==> src/rtl/inst_fetch_if.sv <==
// Fetch-to-decode handshake: one instruction slot offered over valid/ready.
// Fetch drives the slot (master); decode supplies ready (slave).
interface inst_fetch_if;
  logic        out_valid;
  logic        out_ready;
  logic [31:0] out_pc;
  logic [31:0] out_inst;

  modport master (output out_valid, output out_pc, output out_inst, input out_ready);
  modport slave  (input out_valid, input out_pc, input out_inst, output out_ready);
endinterface

==> src/rtl/inst_fetch.sv <==
// MIPS fetch stage: PC register, async ROM addressing, one-entry output slot with redirect flush.
// Optional: define INST_FETCH_ALIGN_CHECK_EN to flag misaligned fetch PCs on fetch_adel.
module inst_fetch #(
  parameter logic [31:0] RESET_PC = 32'h0000_0000,
  parameter int          ROM_AW   = 5
) (
  input  logic              clk,
  input  logic              rst,
  input  logic              fetch_en,
  output logic [ROM_AW-1:0] rom_addr,
  input  logic [31:0]       rom_inst,
  input  logic              redirect,
  input  logic [31:0]       redirect_pc,
  inst_fetch_if.master      dec,
  output logic [31:0]       fetch_cnt,
  output logic [31:0]       pc
`ifdef INST_FETCH_ALIGN_CHECK_EN
  ,
  output logic              fetch_adel
`endif
);

  typedef enum logic {
    SLOT_EMPTY = 1'b0,
    SLOT_FULL  = 1'b1
  } slot_state_t;

  slot_state_t slot_state;
  logic        accept;
  logic        slot_free;
  logic        capture;
  logic        cap_bad;

  assign dec.out_valid = (slot_state == SLOT_FULL);
  assign rom_addr      = pc[ROM_AW+1:2];
  assign accept        = dec.out_valid & dec.out_ready;
  assign slot_free     = ~dec.out_valid | dec.out_ready;

`ifdef INST_FETCH_ALIGN_CHECK_EN
  // A faulting fetch parks the stage until a redirect steers it elsewhere.
  assign cap_bad = (pc[1:0] != 2'b00);
  assign capture = fetch_en & slot_free & ~redirect & ~fetch_adel;
`else
  assign cap_bad = 1'b0;
  assign capture = fetch_en & slot_free & ~redirect;
`endif

  // NOTE: state registers use non-blocking assignments so every flop samples pre-edge values.
  always_ff @(posedge clk) begin
    if (rst) begin
      pc           <= RESET_PC;
      slot_state   <= SLOT_EMPTY;
      dec.out_pc   <= 32'h0;
      dec.out_inst <= 32'h0;
      fetch_cnt    <= 32'h0;
    end else begin
      if (accept) begin
        fetch_cnt <= fetch_cnt + 32'd1;
      end

      if (redirect) begin
        // Slot is flushed even when decode takes it this cycle; out_pc/out_inst go stale.
        pc         <= redirect_pc;
        slot_state <= SLOT_EMPTY;
      end else if (capture) begin
        dec.out_pc   <= pc;
        dec.out_inst <= cap_bad ? 32'h0 : rom_inst;
        slot_state   <= SLOT_FULL;
        if (!cap_bad) begin
          pc <= pc + 32'd4;
        end
      end else if (accept) begin
        slot_state <= SLOT_EMPTY;
      end
    end
  end

`ifdef INST_FETCH_ALIGN_CHECK_EN
  always_ff @(posedge clk) begin
    if (rst) begin
      fetch_adel <= 1'b0;
    end else if (redirect) begin
      fetch_adel <= 1'b0;
    end else if (capture) begin
      fetch_adel <= cap_bad;
    end
  end
`endif

endmodule
==> src/flat_wrapper.sv <==
// flat-port wrapper written by rule: the top's interface ports become plain ports
module inst_fetch_flat 
#(
  parameter logic [31:0] RESET_PC = 32'h0000_0000,
  parameter int          ROM_AW   = 5
)
  (clk, rst, fetch_en, rom_addr, rom_inst, redirect, redirect_pc, fetch_cnt, pc, dec_out_valid, dec_out_pc, dec_out_inst, dec_out_ready);
  inst_fetch_if dec_i ();
  input  logic clk;
  input  logic rst;
  input  logic fetch_en;
  output logic [ROM_AW-1:0] rom_addr;
  input  logic [31:0] rom_inst;
  input  logic redirect;
  input  logic [31:0] redirect_pc;
  output logic [31:0] fetch_cnt;
  output logic [31:0] pc;
  output wire logic [$bits(dec_i.out_valid)-1:0] dec_out_valid;
  output wire logic [$bits(dec_i.out_pc)-1:0] dec_out_pc;
  output wire logic [$bits(dec_i.out_inst)-1:0] dec_out_inst;
  input wire logic [$bits(dec_i.out_ready)-1:0] dec_out_ready;
  assign dec_out_valid = dec_i.out_valid;
  assign dec_out_pc = dec_i.out_pc;
  assign dec_out_inst = dec_i.out_inst;
  assign dec_i.out_ready = dec_out_ready;
  inst_fetch #(.RESET_PC(RESET_PC), .ROM_AW(ROM_AW)) u_core (.clk(clk), .rst(rst), .fetch_en(fetch_en), .rom_addr(rom_addr), .rom_inst(rom_inst), .redirect(redirect), .redirect_pc(redirect_pc), .dec(dec_i), .fetch_cnt(fetch_cnt), .pc(pc));
endmodule
==> config.mk <==
export PLATFORM = sky130hd
export DESIGN_NAME = inst_fetch_flat
export DESIGN_NICKNAME = d
export VERILOG_FILES = /design/src/rtl/inst_fetch_if.sv /design/src/rtl/inst_fetch.sv /design/src/flat_wrapper.sv
export SDC_FILE = /design/constraint.sdc
export NUM_CORES = 1
export LEC_CHECK = 0
export BUFFER_PORTS_ARGS = -buffer_cell sky130_fd_sc_hd__buf_4
export CAP_MARGIN = 20
export CELL_PAD_IN_SITES_DETAIL_PLACEMENT = 1
export CELL_PAD_IN_SITES_GLOBAL_PLACEMENT = 2
export CORE_MARGIN = 2
export CORE_UTILIZATION = 29
export DETAILED_ROUTE_END_ITERATION = 8
export MAX_ROUTING_LAYER = met4
export PLACE_DENSITY_LB_ADDON = 0.1
export SYNTH_ARGS = -nofsm -noshare
export SYNTH_HDL_FRONTEND = slang
export SYNTH_SLANG_ARGS = --single-unit
export TNS_END_PERCENT = 5
==> constraint.sdc <==
create_clock -name clk -period 5.3 [get_ports clk]
set_clock_uncertainty 0.1 [all_clocks]
set_input_delay 1.06 -clock clk [delete_from_list [all_inputs] [get_ports clk]]
set_output_delay 1.06 -clock clk [all_outputs]
set_load 0.01 [all_outputs]
==> out/results.tsv <==
stage	metric	value	unit
status	outcome	complete, no violations	
grt	antenna_found_initial	0	
grt	grt_pass1_wl	30000	um
finish	fin_nets	936	
clock_network	post_cts_resize_count	0	
grt	grtUsageTotal	0.193	
finish	n_fill_cell	2279	
critical_path	timing.critical_path.buf_inv	1	
placed_design	dpl.hpwl	13200	um
floorplan	fp-row-count	50	
synthesis	synth_fp_nets	758	
finish	final_layout_size_suffix_gt1_frac	0.288	
clock_network	number_of_buffers_inserted_for_hold_repair_after_clock_tree_synthesis	0	
drt	drtAntennaViolNets	0	
hold_path	min-delay-path-class	reg2reg	
drt	routed_wl	18700	um
clock_network	clk_pin_slew_worst_paths	0.06	ns
floorplan	die_area	20000	um^2
critical_path	slowest_stage	sky130_fd_sc_hd__nand3_2	
sta	max_slew.worst_pin.slew	0.968	ns
finish	commonest_cells_after_routing_fill_and_taps_aside	207 x sky130_fd_sc_hd__buf_4, 165 x sky130_fd_sc_hd__nand2_1, 129 x sky130_fd_sc_hd__dfxtp_1, 70 x sky130_fd_sc_hd__a21oi_1, 61 x sky130_fd_sc_hd__nor2_1	
synthesis	syn_avg_cell_area	7.99	um^2
synthesis	synth_top_flop_cell	sky130_fd_sc_hd__dfxtp_1	
synthesis	synth-seq-area-share	0.471	
sta	finalHoldViolations	0	
power_and_ir_drop	seq_power_share	0.431	
sta	period_minus_slack	2.87	ns
sta	finalMaxSlewViolations	0	
critical_path	cp-endpoint	u_core.pc[16]$_SDFFE_PP0P_	
synthesis	synthesis.instances	687	
power_and_ir_drop	powerDensity	314	nW/um^2
floorplan	die_height	142	um
clock_network	clk_path_buf_depth	2	
hold_path	worst_hold_path.num_cells	2	
drt	vias_per_cell	4.95	
sta	grt_setup_unrepaired	no	
critical_path	worst_r2r_startpoint	u_core.pc[8]$_SDFFE_PP0P_	
critical_path	cp_max_fo	41	
finish	antenna-diode-count	0	
critical_path	crit_chain	buf_4 > nand2b_1 > nand3_2 > nor3_1 > a22oi_1 > o21ai_0	
synthesis	async_flop_share	0	
drt	num_vias	5499	
drt	detail_route.first_pass.iterations	6	
grt	grt.overflow.total	0	
sta	report.final.setup_viol	0	
placed_design	port_buffers	202	
critical_path	cp_num_cells	6	
sta	setup_ws	2.43	ns
drt	post_drt_wl_per_cell	16.8	um
grt	grt_max_degree	92	
critical_path	cp_data_arrival_time	3.11	ns
critical_path	crit_path_start	dec_out_ready	
synthesis	synth.ff_latch_count	129	
power_and_ir_drop	power.share.combinational	0.094	
power_and_ir_drop	cell_internal_pwr	1.82	mW
sta	max_clock_freq	0.348	GHz
power_and_ir_drop	swShare	0.253	
floorplan	io_pins	203	
clock_network	tritoncts.num_buffers	17	
critical_path	r2r_end	u_core.pc[28]$_SDFFE_PP0P_	
finish	area.growth.synth_to_final	41.0	%
clock_network	cts_tree	built	
synthesis	yosys_warnings	0	
placed_design	postPlaceCellArea	7150	um^2
run	timing.max_cap.violations	0	
placed_design	gp_congestion	0.778	
sta	finalSetupTns	0	ns
critical_path	reg2reg_depth	5	
finish	layout.cell_area.non_filler	7730	um^2
floorplan	initial_utilization	0.294	
critical_path	critical_path_required	5.53	ns
placed_design	dpl_worst_slack	1.92	ns
floorplan	die_w	142	um
sta	worst_slew_slack_as_a_fraction_of_its_limit	0.355	
clock_network	clk_latency	0.42	ns
drt	drt_drc_violations_left	0	
power_and_ir_drop	relative_contribution_of_the_clock_network_to_total_power	0.476	
clock_network	clock_tree.root_cell	sky130_fd_sc_hd__clkbuf_16	
sta	timing.final.crit_share	0.542	
synthesis	yosys.cell_types.count	47	
synthesis	synth_area	5490	um^2
clock_network	clock_net_sink_count	129	
power_and_ir_drop	net-switching-power	0.614	mW
critical_path	setup.worst_path.start_class	input pin	
grt	number_of_global_route_vias_before_repair	5639	
clock_network	cts.repair_timing.setup_buffer_count	0	
clock_network	h-tree-depth	4	
power_and_ir_drop	cellLeakagePower	3.11	nW
critical_path	critical-path-top-delay-family	simple AND/OR/NAND/NOR gates	
critical_path	worst_path_largest_cell_delay	0.79	ns
finish	layout_commonest_cell	sky130_fd_sc_hd__buf_4	
power_and_ir_drop	ir_worst_vdd	0.218	mV
critical_path	crit_path_end_kind	flop	
floorplan	core_region_area	18600	um^2
critical_path	r2r_slack	2.78	ns
synthesis	synth_enable_flop_cells	0	
drt	drt_iter0_markers	158	
critical_path	criticalPathCategory	in2reg	
## area by class of cell
type | count | area, um^2 | share of cell area
Tap cell | 234 | 293 | 0.0379
Clock inverter | 13 | 138 | 0.0178
Sequential cell | 129 | 2580 | 0.334
Inverter | 10 | 37.5 | 0.00485
Timing Repair Buffer | 209 | 1570 | 0.203
Multi-Input combinational cell | 498 | 2680 | 0.346
Clock buffer | 18 | 439 | 0.0568
## registers in the layout, summed over array words and instances, names as in the netlist
name / cells
u_core.dec.out_valid: 1
u_core.fetch_cnt: 32
u_core.pc: 32
u_core.dec.out_inst: 32
u_core.dec.out_pc: 32
## synthesized netlist by cell type, drive strengths merged, types with 7 or more instances
| library cell | number | area, um^2 |
|---|---|---|
| nand2 | 165 | 619 |
| dfxtp | 129 | 2580 |
| a21oi | 70 | 350 |
| nor2 | 61 | 229 |
| clkbuf | 38 | 144 |
| nand4 | 29 | 188 |
| xor2 | 26 | 228 |
| xnor2 | 21 | 184 |
| nand3 | 19 | 100 |
| nor3 | 14 | 75.1 |
| a211oi | 12 | 90.1 |
| buf | 12 | 66.3 |
| nor4 | 11 | 68.8 |
| inv | 9 | 33.8 |
| and4 | 8 | 71.3 |
| or4 | 8 | 62.6 |
| and3 | 7 | 45.1 |
## kinds of logic after synthesis
logic type / share of synthesized area
AO/OA/AOI/OAI: 0.108
multiplexers: 0.00935
adder cells (fa/ha/maj): 0.00456
flip-flops: 0.471
buffers and inverters: 0.0452
XOR/XNOR: 0.0750
AND/OR/NAND/NOR: 0.287
## worst min-delay path: cells and delay by family (launching register included)
kind | cells | cell delay (ns)
DFF | 1 | 0.31
and+or+nand+nor | 1 | 0.05
AOI/OAI and AO/OA | 1 | 0.05
## layer usage
layer	routed length [um]	global-route usage
met5	0	-
met4	296	0.0632
met3	769	0.0348
met2	9050	0.312
met1	8550	0.245
## power groups by stage
| stage | logic (mW) | registers [mW] | clock network [mW] |
|---|---|---|---|
| floorplan | 0.0943 | 1.07 | 0 |
| global placement | 0.227 | 1.07 | 0 |
| detailed placement | 0.232 | 1.07 | 0 |
| CTS | 0.233 | 1.05 | 1.19 |
| global route | 0.250 | 1.05 | 1.23 |
| finish | 0.227 | 1.05 | 1.16 |
## how the worst min path moves through the flow
stage | from | endpoint | slack [ns]
after floorplan | u_core.dec.out_inst[0]$_SDFFE_PP0P_ | u_core.dec.out_inst[0]$_SDFFE_PP0P_ | 0.38
after global placement | u_core.dec.out_inst[26]$_SDFFE_PP0P_ | u_core.dec.out_inst[26]$_SDFFE_PP0P_ | 0.34
after detailed placement | u_core.dec.out_pc[27]$_SDFFE_PP0P_ | u_core.dec.out_pc[27]$_SDFFE_PP0P_ | 0.35
after CTS | u_core.dec.out_pc[27]$_SDFFE_PP0P_ | u_core.dec.out_pc[27]$_SDFFE_PP0P_ | 0.36
after global routing | u_core.dec.out_inst[24]$_SDFFE_PP0P_ | u_core.dec.out_inst[24]$_SDFFE_PP0P_ | 0.38
final | u_core.dec.out_inst[16]$_SDFFE_PP0P_ | u_core.dec.out_inst[16]$_SDFFE_PP0P_ | 0.35
## metrics by stage
stage | total power [mW] | utilization | instances | hold slack [ns]
6_report | 2.43 | 0.415 | 1111 | 0.354
5_1_grt | 2.54 | 0.415 | 1111 | 0.381
3_5_place_dp | 1.30 | 0.383 | 1078 | 0.348
3_3_place_gp | 1.29 | 0.383 | 1078 | 0.342
2_1_floorplan | 1.17 | - | 687 | 0.381
4_1_cts | 2.47 | 0.414 | 1109 | 0.356
Power figures use the tool's default switching activity.
